File: src/rtl/i2s_mic_rx.sv
// i2s_mic_rx -- I2S master-receiver for a 24-bit MEMS microphone.
//
// Generates sck/ws from clk, deserialises sd MSB-first with the I2S one-bit
// delay, and presents each completed word on a valid/ready port.
//
// Ports:
//   clk, reset_n      system clock, async active-low reset
//   sck, ws, lr       I2S bit clock, word select (0=left), mic channel select (0)
//   sd                serial data from mic (may be X/Z outside data bits)
//   out_data          captured sample, MSB = first bit received
//   out_right         slot of out_data (0=left, 1=right)
//   out_valid/ready   output handshake
//   overrun           sticky: a word was overwritten before being accepted
//
// Build option: I2S_MIC_RX_STEREO_EN -- capture both slots; when undefined
// only the left slot produces words and out_right is tied to 0.
module i2s_mic_rx #(
  parameter int SCK_HALF = 8,
  parameter int DATA_W   = 24
) (
  input  logic              clk,
  input  logic              reset_n,
  output logic              sck,
  output logic              ws,
  output logic              lr,
  input  logic              sd,
  output logic [DATA_W-1:0] out_data,
  output logic              out_right,
  output logic              out_valid,
  input  logic              out_ready,
  output logic              overrun
);

  localparam int         CW   = $clog2(SCK_HALF);
  localparam logic [4:0] LAST = 5'(DATA_W);

  logic [CW-1:0]     div_cnt;
  logic [5:0]        bit_cnt;
  logic [DATA_W-1:0] shreg;

  logic              tc, rise, fall, slot_en, cap, done, hs;
  logic [4:0]        p;
  logic [DATA_W-1:0] word;

  assign lr   = 1'b0;
  assign ws   = bit_cnt[5];
  assign p    = bit_cnt[4:0];

  assign tc   = (div_cnt == CW'(SCK_HALF - 1));
  assign rise = tc & ~sck;
  assign fall = tc &  sck;

`ifdef I2S_MIC_RX_STEREO_EN
  assign slot_en = 1'b1;
`else
  assign slot_en = ~bit_cnt[5];
`endif

  // p=0 is the I2S delay bit; data occupies p=1..DATA_W, the rest is don't-care
  assign cap  = rise & slot_en & (p != 5'd0) & (p <= LAST);
  assign done = cap & (p == LAST);
  assign word = DATA_W'({shreg, sd});
  assign hs   = out_valid & out_ready;

  // divider + sck
  always_ff @(posedge clk or negedge reset_n) begin
    if (!reset_n) begin
      div_cnt <= '0;
      sck     <= 1'b0;
    end else if (tc) begin
      div_cnt <= '0;
      sck     <= ~sck;
    end else begin
      div_cnt <= div_cnt + 1'b1;
    end
  end

  // frame position; reset at 63 so the first fall starts a frame (ws 1->0)
  always_ff @(posedge clk or negedge reset_n) begin
    if (!reset_n)  bit_cnt <= 6'd63;
    else if (fall) bit_cnt <= bit_cnt + 6'd1;
  end

  always_ff @(posedge clk or negedge reset_n) begin
    if (!reset_n) shreg <= '0;
    else if (cap) shreg <= word;
  end

  // Output register: a completing word always loads; it only counts as an
  // overrun if the pending word is not being taken in the same cycle.
  always_ff @(posedge clk or negedge reset_n) begin
    if (!reset_n) begin
      out_data  <= '0;
      out_valid <= 1'b0;
      overrun   <= 1'b0;
    end else if (done) begin
      out_data  <= word;
      out_valid <= 1'b1;
      if (out_valid & ~out_ready) overrun <= 1'b1;
    end else if (hs) begin
      out_valid <= 1'b0;
    end
  end

`ifdef I2S_MIC_RX_STEREO_EN
  always_ff @(posedge clk or negedge reset_n) begin
    if (!reset_n)  out_right <= 1'b0;
    else if (done) out_right <= bit_cnt[5];
  end
`else
  assign out_right = 1'b0;
`endif

endmodule

File: config.mk
export PLATFORM = sky130hd
export DESIGN_NAME = i2s_mic_rx
export DESIGN_NICKNAME = d
export VERILOG_FILES = /design/src/rtl/i2s_mic_rx.sv
export SDC_FILE = /design/constraint.sdc
export NUM_CORES = 1
export LEC_CHECK = 0
export BUFFER_PORTS_ARGS = -buffer_cell sky130_fd_sc_hd__buf_4
export CAP_MARGIN = 20
export CELL_PAD_IN_SITES_DETAIL_PLACEMENT = 1
export CELL_PAD_IN_SITES_GLOBAL_PLACEMENT = 1
export CORE_UTILIZATION = 40
export CTS_BUF_LIST = sky130_fd_sc_hd__clkbuf_2
export DETAILED_ROUTE_END_ITERATION = 7
export GPL_ROUTABILITY_DRIVEN = 0
export MAX_ROUTING_LAYER = met4
export PLACE_DENSITY_LB_ADDON = 0.1
export REMOVE_ABC_BUFFERS = 1
export SLEW_MARGIN = 0
export SYNTH_ARGS = -nofsm -noshare
export SYNTH_HDL_FRONTEND = slang
export SYNTH_SLANG_ARGS = --single-unit
export TNS_END_PERCENT = 5
File: constraint.sdc
create_clock -name clk -period 2.7 [get_ports clk]
set_clock_uncertainty 0.05 [all_clocks]
set_input_delay 0 -clock clk [delete_from_list [all_inputs] [get_ports clk]]
set_output_delay 0 -clock clk [all_outputs]
set_load 0.01 [all_outputs]
Yosys cells after proc, flatten, opt, wreduce, memory -nomap -nowiden:

Index checks and enable logic that the tools add are counted.

* register bits after elaboration: 59
* input bits: 4
* output and inout bits: 30
* logic and storage cells: 29

* $add $sub $neg: 2
* $lt $le $gt $ge: 1
* equality and inequality tests: 2
* multiplexer cells: 3
* bitwise operators: 11
* reductions and logical operators: 3

Operator list (count)
* 1-bit bitwise AND: 8
* 6-bit by 1-bit adder with 6-bit output, second input constant: 1
* 5-bit equality test, second input constant: 1
* 5-bit less-or-equal comparator, second input constant: 1
* 5-bit nonzero test: 1
* 3-bit by 1-bit adder with 3-bit output, second input constant: 1
* 3-bit equality test, second input constant: 1
* 3-bit two-way mux: 1
* 1-bit NOT: 3
* 1-bit two-way mux: 2
* 2-bit AND reduction: 1
* 2-bit nonzero test: 1

Logic depth before layout (Yosys ltp):

Gate-level depths: netlist of run 1.

* depth after elaboration: 7
* gate-level depth with buffers: 6
* mapped depth without buffers: 5

Worst setup path before layout of run 1:

OpenSTA, ideal clock, no wires.

* path kind: register -> register
* start point: reg div_cnt[0]
* end point: reg out_data[11]
* library setup time: 125 ps
* arrival time: 1949 ps
* required time: 2525 ps
* setup slack: 576 ps
* stages on the path, launching flop included: 7
* buffers on the path: 1
* clock period less this slack: 2124 ps
* cells stage by stage: dfrtp_1 > ha_1 > ha_1 > or3b_4 > nor3_4 > buf_6 > mux2_2

* cells in the longest elaborated chain, start to end: 6

RTL lines
* from (decl): line 37 `logic [CW-1:0] div_cnt;`
* from (signal assigned): line 74 `div_cnt <= div_cnt + 1'b1;`
* 3-bit equality test: line 49 `assign tc = (div_cnt == CW'(SCK_HALF - 1));`
* 1-bit bitwise AND: line 50 `assign rise = tc & ~sck;`
* 1-bit bitwise AND (3 in a row): line 60 `assign cap = rise & slot_en & (p != 5'd0) & (p <= LAST);`
* 1-bit bitwise AND: line 61 `assign done = cap & (p == LAST);`
* to (signal assigned): line 97 `out_data <= word;`
* to (decl): line 27 `output logic [DATA_W-1:0] out_data,`

Every way passes these cells.
A chain may end at the register's enable or synchronous reset.

Worst setup path in the final report of run 1:

* start point: reg div_cnt[0]
* end point: reg shreg[22]

* cells in the longest elaborated chain, start to end: 5

RTL lines
* 3-bit equality test: line 49
* 1-bit bitwise AND: line 50
* 1-bit bitwise AND (3 in a row): line 60
* to (signal assigned): line 86 `else if (cap) shreg <= word;`
* to (decl): line 39 `logic [DATA_W-1:0] shreg;`

Every way passes these cells.

==> results.tsv, run 1 <==
metric	value	unit
worst-path maximum fanout	23	
final setup vio count	0	
top cells by count, synth	53 x dfrtp_1, 45 x mux2_2, 6 x dfstp_2	
Final Hold Vio Count	0	
crit path time final	2230	ps
synthesized cell area	0.00232	sq mm
MaxCap Viol Count	0	
FF-to-FF Start	div_cnt[0]$_DFF_PN0_	
Syn Inst Count	145	
asr flop ratio synth	1.00	
Routed WL per cell	14.9	um
n_diodes	0	
Area contributors post-synth	dfrtp_1 57%, mux2_2 22%, dfstp_2 6.8%, ha_1 2.2%, buf_6 1.9%	
Starting Density	0.418	
status	finished, final reports clean	
largest net degree at the start of global routing	60	
Post-DP HPWL	2620	um
grt total ovfl	0	
top_reg_cell synth	dfrtp_1	
area of the core	0.00554	sq mm
die extent in x	78.1	um
DRT Pass-1 Iters	3	
Nets	196	
total clock buffers created by CTS	9	
initial antenna violation count	0	
Clk pin slew, worst setup/hold paths	180	ps
io pins	34	
crit path launch type	register	
first-pass GRT wire length	6660	um
Synth Area in Adders	0.0216	
Total GRT Usage	0.151	
Worst Path Required	3020	ps
Slew HR	0.507	
endpoint type of the worst setup path	register	
setup TNS	0	ps
Worst VDD drop	426	uV
Synth area leader	dfrtp_1	
compound-cell area share of the yosys netlist	0.0146	
Die Span Y	78.1	um
final worst path period share	0.826	
# rows	27	
unrepaired setup endpoints after global routing	no	
FMAX	448	MHz
TritonCTS clock tree	done	
top cell type's share of synthesized area	0.572	
YS warnings	0	
CTS H-tree lvls	3	
P per Cell Area	557	mW/mm^2
Hold Path Class	input pin to async pin	
Unique masters post-synth	26	
kind of critical path	register to register	
Iteration-0 DRC Markers	57	
Root Buffer	clkbuf_2	
arrival time worst endpoint	2550	ps
register area share after synthesis	0.640	
DRC violations left	0	
P_leak	0.00146	uW
vias in the first global route	1409	
Inst Count DP	246	
XOR/XNOR share of the synthesized area	0.0227	
WL final	3960	um
Syn-to-layout area delta	20.0	%
Tightest Pin Transition	739	ps
multiplexer share of the synthesized area	0.228	
Non-Filler Instances	265	
Slew Viols, Final	0	
Clock Tree Buf Depth	2	
via/cell ratio	4.89	
post_cts resized	0	
Worst Setup SP	div_cnt[0]$_DFF_PN0_	
layout cells sized above 1	0.539	
clock latency on the worst-skew pair	470	ps
DR vias	1297	
PortBufs	31	
ANT nets after route	0	
top-count cell post-synth	dfrtp_1	
main combinational cell family by area after synthesis	multiplexers	
number of flops mapped to enable cells by yosys	0	
# clock sinks	59	
Avg Inst Size Synth	16.0	sq um
Simple-Gate Fraction of Synth Area	0.0405	
die area	0.00610	sq mm
Seq cells post-synth	59	
## state kept, by name, summed over array words and instances (netlist names)
register,cells
div_cnt,3
sck,1
out_data,24
out_valid,1
overrun,1
bit_cnt,6
shreg,23
## path summary, 6_finish.rpt
kind	to	slack (ps)	depth (start not counted)
max	shreg[22]$_DFFE_PN0P_	470	6
min	sck$_DFFE_PN0N_	40	2
max reg2reg	shreg[22]$_DFFE_PN0P_	470	6
min reg2reg	div_cnt[0]$_DFF_PN0_	410	1
max in group asynchronous	out_data[5]$_DFFE_PN0P_	2050	2
min in group clk	out_data[0]$_DFFE_PN0P_	280	3
## cell usage in the layout, fill, tap and decap left out, drive strengths merged, types with 2 or more instances in the layout
| cell | n |
|---|---|
| dfrtp | 53 |
| mux2 | 47 |
| buf | 34 |
| clkbuf | 9 |
| dfstp | 6 |
| nand2 | 4 |
| ha | 4 |
| inv | 3 |
| xnor2 | 3 |
| xor2 | 3 |
| dlygate4sd3 | 3 |
| clkinv | 3 |
| nor2 | 2 |
| conb | 2 |
| bufinv | 2 |
| clkinvlp | 2 |
| nor3 | 2 |
| and2 | 2 |
## report_power, final
| group | switching (uW) | internal, uW |
|---|---|---|
| combinational | 19.4 | 6.85 |
| clock | 335 | 303 |
| sequential | 1.15 | 886 |
## layout make-up
class / count / area [sq um]
clock buffers: 9 / 45.0
fillers: 570 / 2760
clock inverters: 7 / 92.6
well taps: 72 / 90.1
multi-input cells: 78 / 774
inverters: 3 / 11.3
repair buffers: 37 / 285
flip-flops and latches: 59 / 1480
## worst max-delay path: stages, from the launching register on
cell and delay, ps:
dfrtp_1 400, ha_1 150, ha_1 220, or3b_4 440
a211oi_4 160, buf_4 330, mux2_2 380
## cells by family (layout without fill, tap and decap cells)
kind of cell    count (synthesis)  in the layout
compound gates                  4              4
xor+xnor                        6              6
fa+ha+maj                       4              4
buf+inv                         9             56
flops                          59             59
mux                            47             47
other cells                     1              2
simple gates                   15             15
## per-layer routing
layer / wire [um] / track usage / part of all wire
met3: 206 / 0.0709 / 0.052
met1: 1610 / 0.169 / 0.41
met2: 2120 / 0.240 / 0.53
met5: 0 / - / 0
met4: 27 / 0.0500 / 0.0068
## timing repair
action / in CTS / in global routing
setup buffers: 0 / 0
endpoints found under the hold margin: 63 / 0
hold buffers: 3 / 0
setup endpoints to repair: 0 / 0
## through the flow
stage | hold WS (ps) | power [uW] | instance area, sq um | setup slack [ps] | utilization
after floorplan | -346 | 906 | 2260 | 29.5 | -
after detailed placement | 64.1 | 927 | 2620 | 468 | 0.472
after CTS | 42.9 | 1570 | 2780 | 450 | 0.502
final | 43.5 | 1550 | 2780 | 470 | 0.502
after global placement | 46.6 | 926 | 2620 | 573 | 0.472
after global routing | 50.5 | 1620 | 2780 | 356 | 0.502
Power figures use the tool's default switching activity.
==> inputs of run 2 (changes only) <==
Settings changed: ABC_AREA from default to 1.
Clock period 2.7 ns to 2.03 ns, I/O delays scaled along.
==> results.tsv, run 2 <==
metric	value	unit	change
largest net degree at the start of global routing	60		unchanged
MaxCap Viol Count	0		unchanged
arrival time worst endpoint	2160	ps	-390 ps
Avg Inst Size Synth	9.34	sq um	-42%
Area contributors post-synth	dfrtp_1 53%, nand2_1 16%, dfstp_2 6.3%, nand4_1 6.3%, nand3_1 5.0%		
P_leak	0.00164	uW	+12%
FF-to-FF path depth	8		+2
Hold Path Class	input pin to async pin		
register area share after synthesis	0.593		-0.0470
DRT Pass-1 Iters	4		+1
DRC violations left	0		unchanged
Syn Inst Count	268		+85%
Inst Count DP	366		+49%
reg2reg setup slack	220	ps	-250 ps
grt total ovfl	0		unchanged
Unique masters post-synth	21		-19%
most common cell after layout, fill and taps aside	nand2_1		
top cells by count, synth	107 x nand2_1, 53 x dfrtp_1, 25 x nand3_1, 25 x nand4_1, 10 x inv_1		
design area	0.00291	sq mm	+4.6%
Slew Viols, Final	0		unchanged
kind of critical path	register to register		
WL final	5260	um	+33%
first-pass GRT wire length	8910	um	+34%
Most flops, register	out_data		
P per Cell Area	659	mW/mm^2	+18%
CTS H-tree lvls	3		unchanged
Worst setup endpoint	shreg[8]$_DFFE_PN0P_		
Syn-to-layout area delta	16.3	%	
Area after DPL	0.00278	sq mm	+6.2%
# rows	28		+3.7%
FMAX	554	MHz	+24%
die extent in x	81.1	um	+3.8%
postcts setup bufs	0		unchanged
top-count cell post-synth	nand2_1		
final-layout fill cell count	736		+29%
Worst Path Required	2380	ps	-640 ps
unrepaired setup endpoints after global routing	no		
Worst VDD drop	448	uV	+5.2%
vias in the first global route	1870		+33%
number of flops mapped to enable cells by yosys	0		unchanged
asr flop ratio synth	1.00		unchanged
Design Power	1920	uW	+24%
synthesized cell area	0.00250	sq mm	+7.9%
ANT nets after route	0		unchanged
PortBufs	31		unchanged
clock latency on the worst-skew pair	480	ps	about the same
Total GRT Usage	0.188		+0.0370
crit path time final	1810	ps	-425 ps
Clock Tree Buf Depth	2		unchanged
setup TNS	0	ps	unchanged
reg-to-reg endpoint	shreg[8]$_DFFE_PN0P_		
Nets	313		+60%
initial antenna violation count	0		unchanged
Tightest Pin Transition	740	ps	+0.169 ps
area of the core	0.00599	sq mm	+8.1%
Min Hold Slack	47.2	ps	+3.73 ps
io pins	34		unchanged
final worst path period share	0.889		+0.0634
Slew HR	0.507		about the same
max reg flops	24		unchanged
top_reg_cell synth	dfrtp_1		
YS warnings	0		unchanged
status	finished, final reports clean		
Iteration-0 DRC Markers	139		+140%
worst-path maximum fanout	23		unchanged
total clock buffers created by CTS	9		unchanged
Routed WL per cell	13.6	um	-8.7%
Final Hold Vio Count	0		unchanged
Die Span Y	81.1	um	+3.8%
crit path launch type	register		
layout cells sized above 1	0.210		-0.329
Post-DP HPWL	3340	um	+27%
top flop regs	out_data: 24 flops, shreg: 23 flops, bit_cnt: 6 flops		
top cell type's share of synthesized area	0.530		-0.0420
post_cts resized	0		unchanged
Root Buffer	clkbuf_2		
via/cell ratio	4.94		+0.94%
Seq cells post-synth	59		unchanged
die area	0.00658	sq mm	+7.7%
FF-to-FF Start	bit_cnt[0]$_DFFE_PN1P_		
# clock sinks	59		unchanged
Clk pin slew, worst setup/hold paths	200	ps	+20 ps
DR vias	1902		+47%
endpoint type of the worst setup path	register		
Synth area leader	dfrtp_1		
most frequent cells in the layout	107 x nand2_1, 53 x dfrtp_1, 39 x buf_4		
Starting Density	0.418		-0.000762
TritonCTS clock tree	done		
Worst Setup SP	bit_cnt[0]$_DFFE_PN1P_		
final setup vio count	0		unchanged
Non-Filler Instances	385		+45%
n_diodes	0		unchanged
==> run 2: changes by cell type after synthesis, sizes merged, moves of 2 or more <==
cell	change
xnor2	-2
nand4	+24
buf	+11
and2	-2
inv	+9
nand3	+25
nor2	+6
nand2	+105
mux2	-47
==> run 2: what timing repair did <==
action                                  4_1_cts  5_1_grt
hold endpoints to repair                     63        0
endpoints found under the setup margin        0        0
hold buffers                                  3        0
==> run 2: cells by family (layout without fill, tap and decap cells) <==
family	after synthesis	in the layout	share of synthesized area
xor+xnor	3	3	0.0105
fa+ha+maj	4	4	0.0200
simple gates	169	169	0.304
buf+inv	29	70	0.0645
other cells	1	2	0.00150
compound gates	3	3	0.00700
flops	59	59	0.593
==> run 2: metrics by stage <==
stage	util	worst slack [ps]
floorplan	-	-479
global placement	0.463	290
detailed placement	0.463	239
CTS	0.486	187
global route	0.486	42.0
finish	0.486	225
==> run 2: final cells by class <==
cell class                 instances  area [sq um]  share of cell area
multi-input combinational        181           861               0.296
clock buffer                       9          45.0              0.0155
sequential                        59          1480               0.510
tap                               75          93.8              0.0322
timing repair buffer              42           323               0.111
clock inverter                     7          58.8              0.0202
inverter                          12          45.0              0.0155
==> run 2: per-layer routing <==
metal / share of wire / routed length [um] / GRT usage / vias up
li1: - / - / - / 938
met1: 0.47 / 2490 / 0.235 / 932
met2: 0.48 / 2540 / 0.290 / 23
met3: 0.024 / 124 / 0.0337 / 9
met4: 0.019 / 98 / 0.102 / 0
met5: 0 / 0 / - / -
==> run 2: how the worst min path moves through the flow <==
stage,from,to,slack (ps),cells past startpoint
2_1_floorplan,reset_n,div_cnt[0]$_DFF_PN0_,-350,0
3_3_place_gp,reset_n,out_data[19]$_DFFE_PN0P_,70,1
3_5_place_dp,reset_n,out_data[20]$_DFFE_PN0P_,70,1
4_1_cts,reset_n,out_data[9]$_DFFE_PN0P_,60,2
5_1_grt,reset_n,out_data[9]$_DFFE_PN0P_,90,2
6_report,reset_n,out_data[9]$_DFFE_PN0P_,50,2
==> run 2: report_power, final <==
group          switching [uW]  internal (uW)
registers                1.81           1180
clock network             434            268
logic                    26.7           8.46
total                     463           1460
==> run 2: critical path: stages (launching register included) <==
cell and delay (ps):
dfstp_2 580, inv_1 60, ha_1 200, nand2_1 140
nand2_2 180, nand3_2 120, buf_4 240, nand2_1 100
nand2_1 80
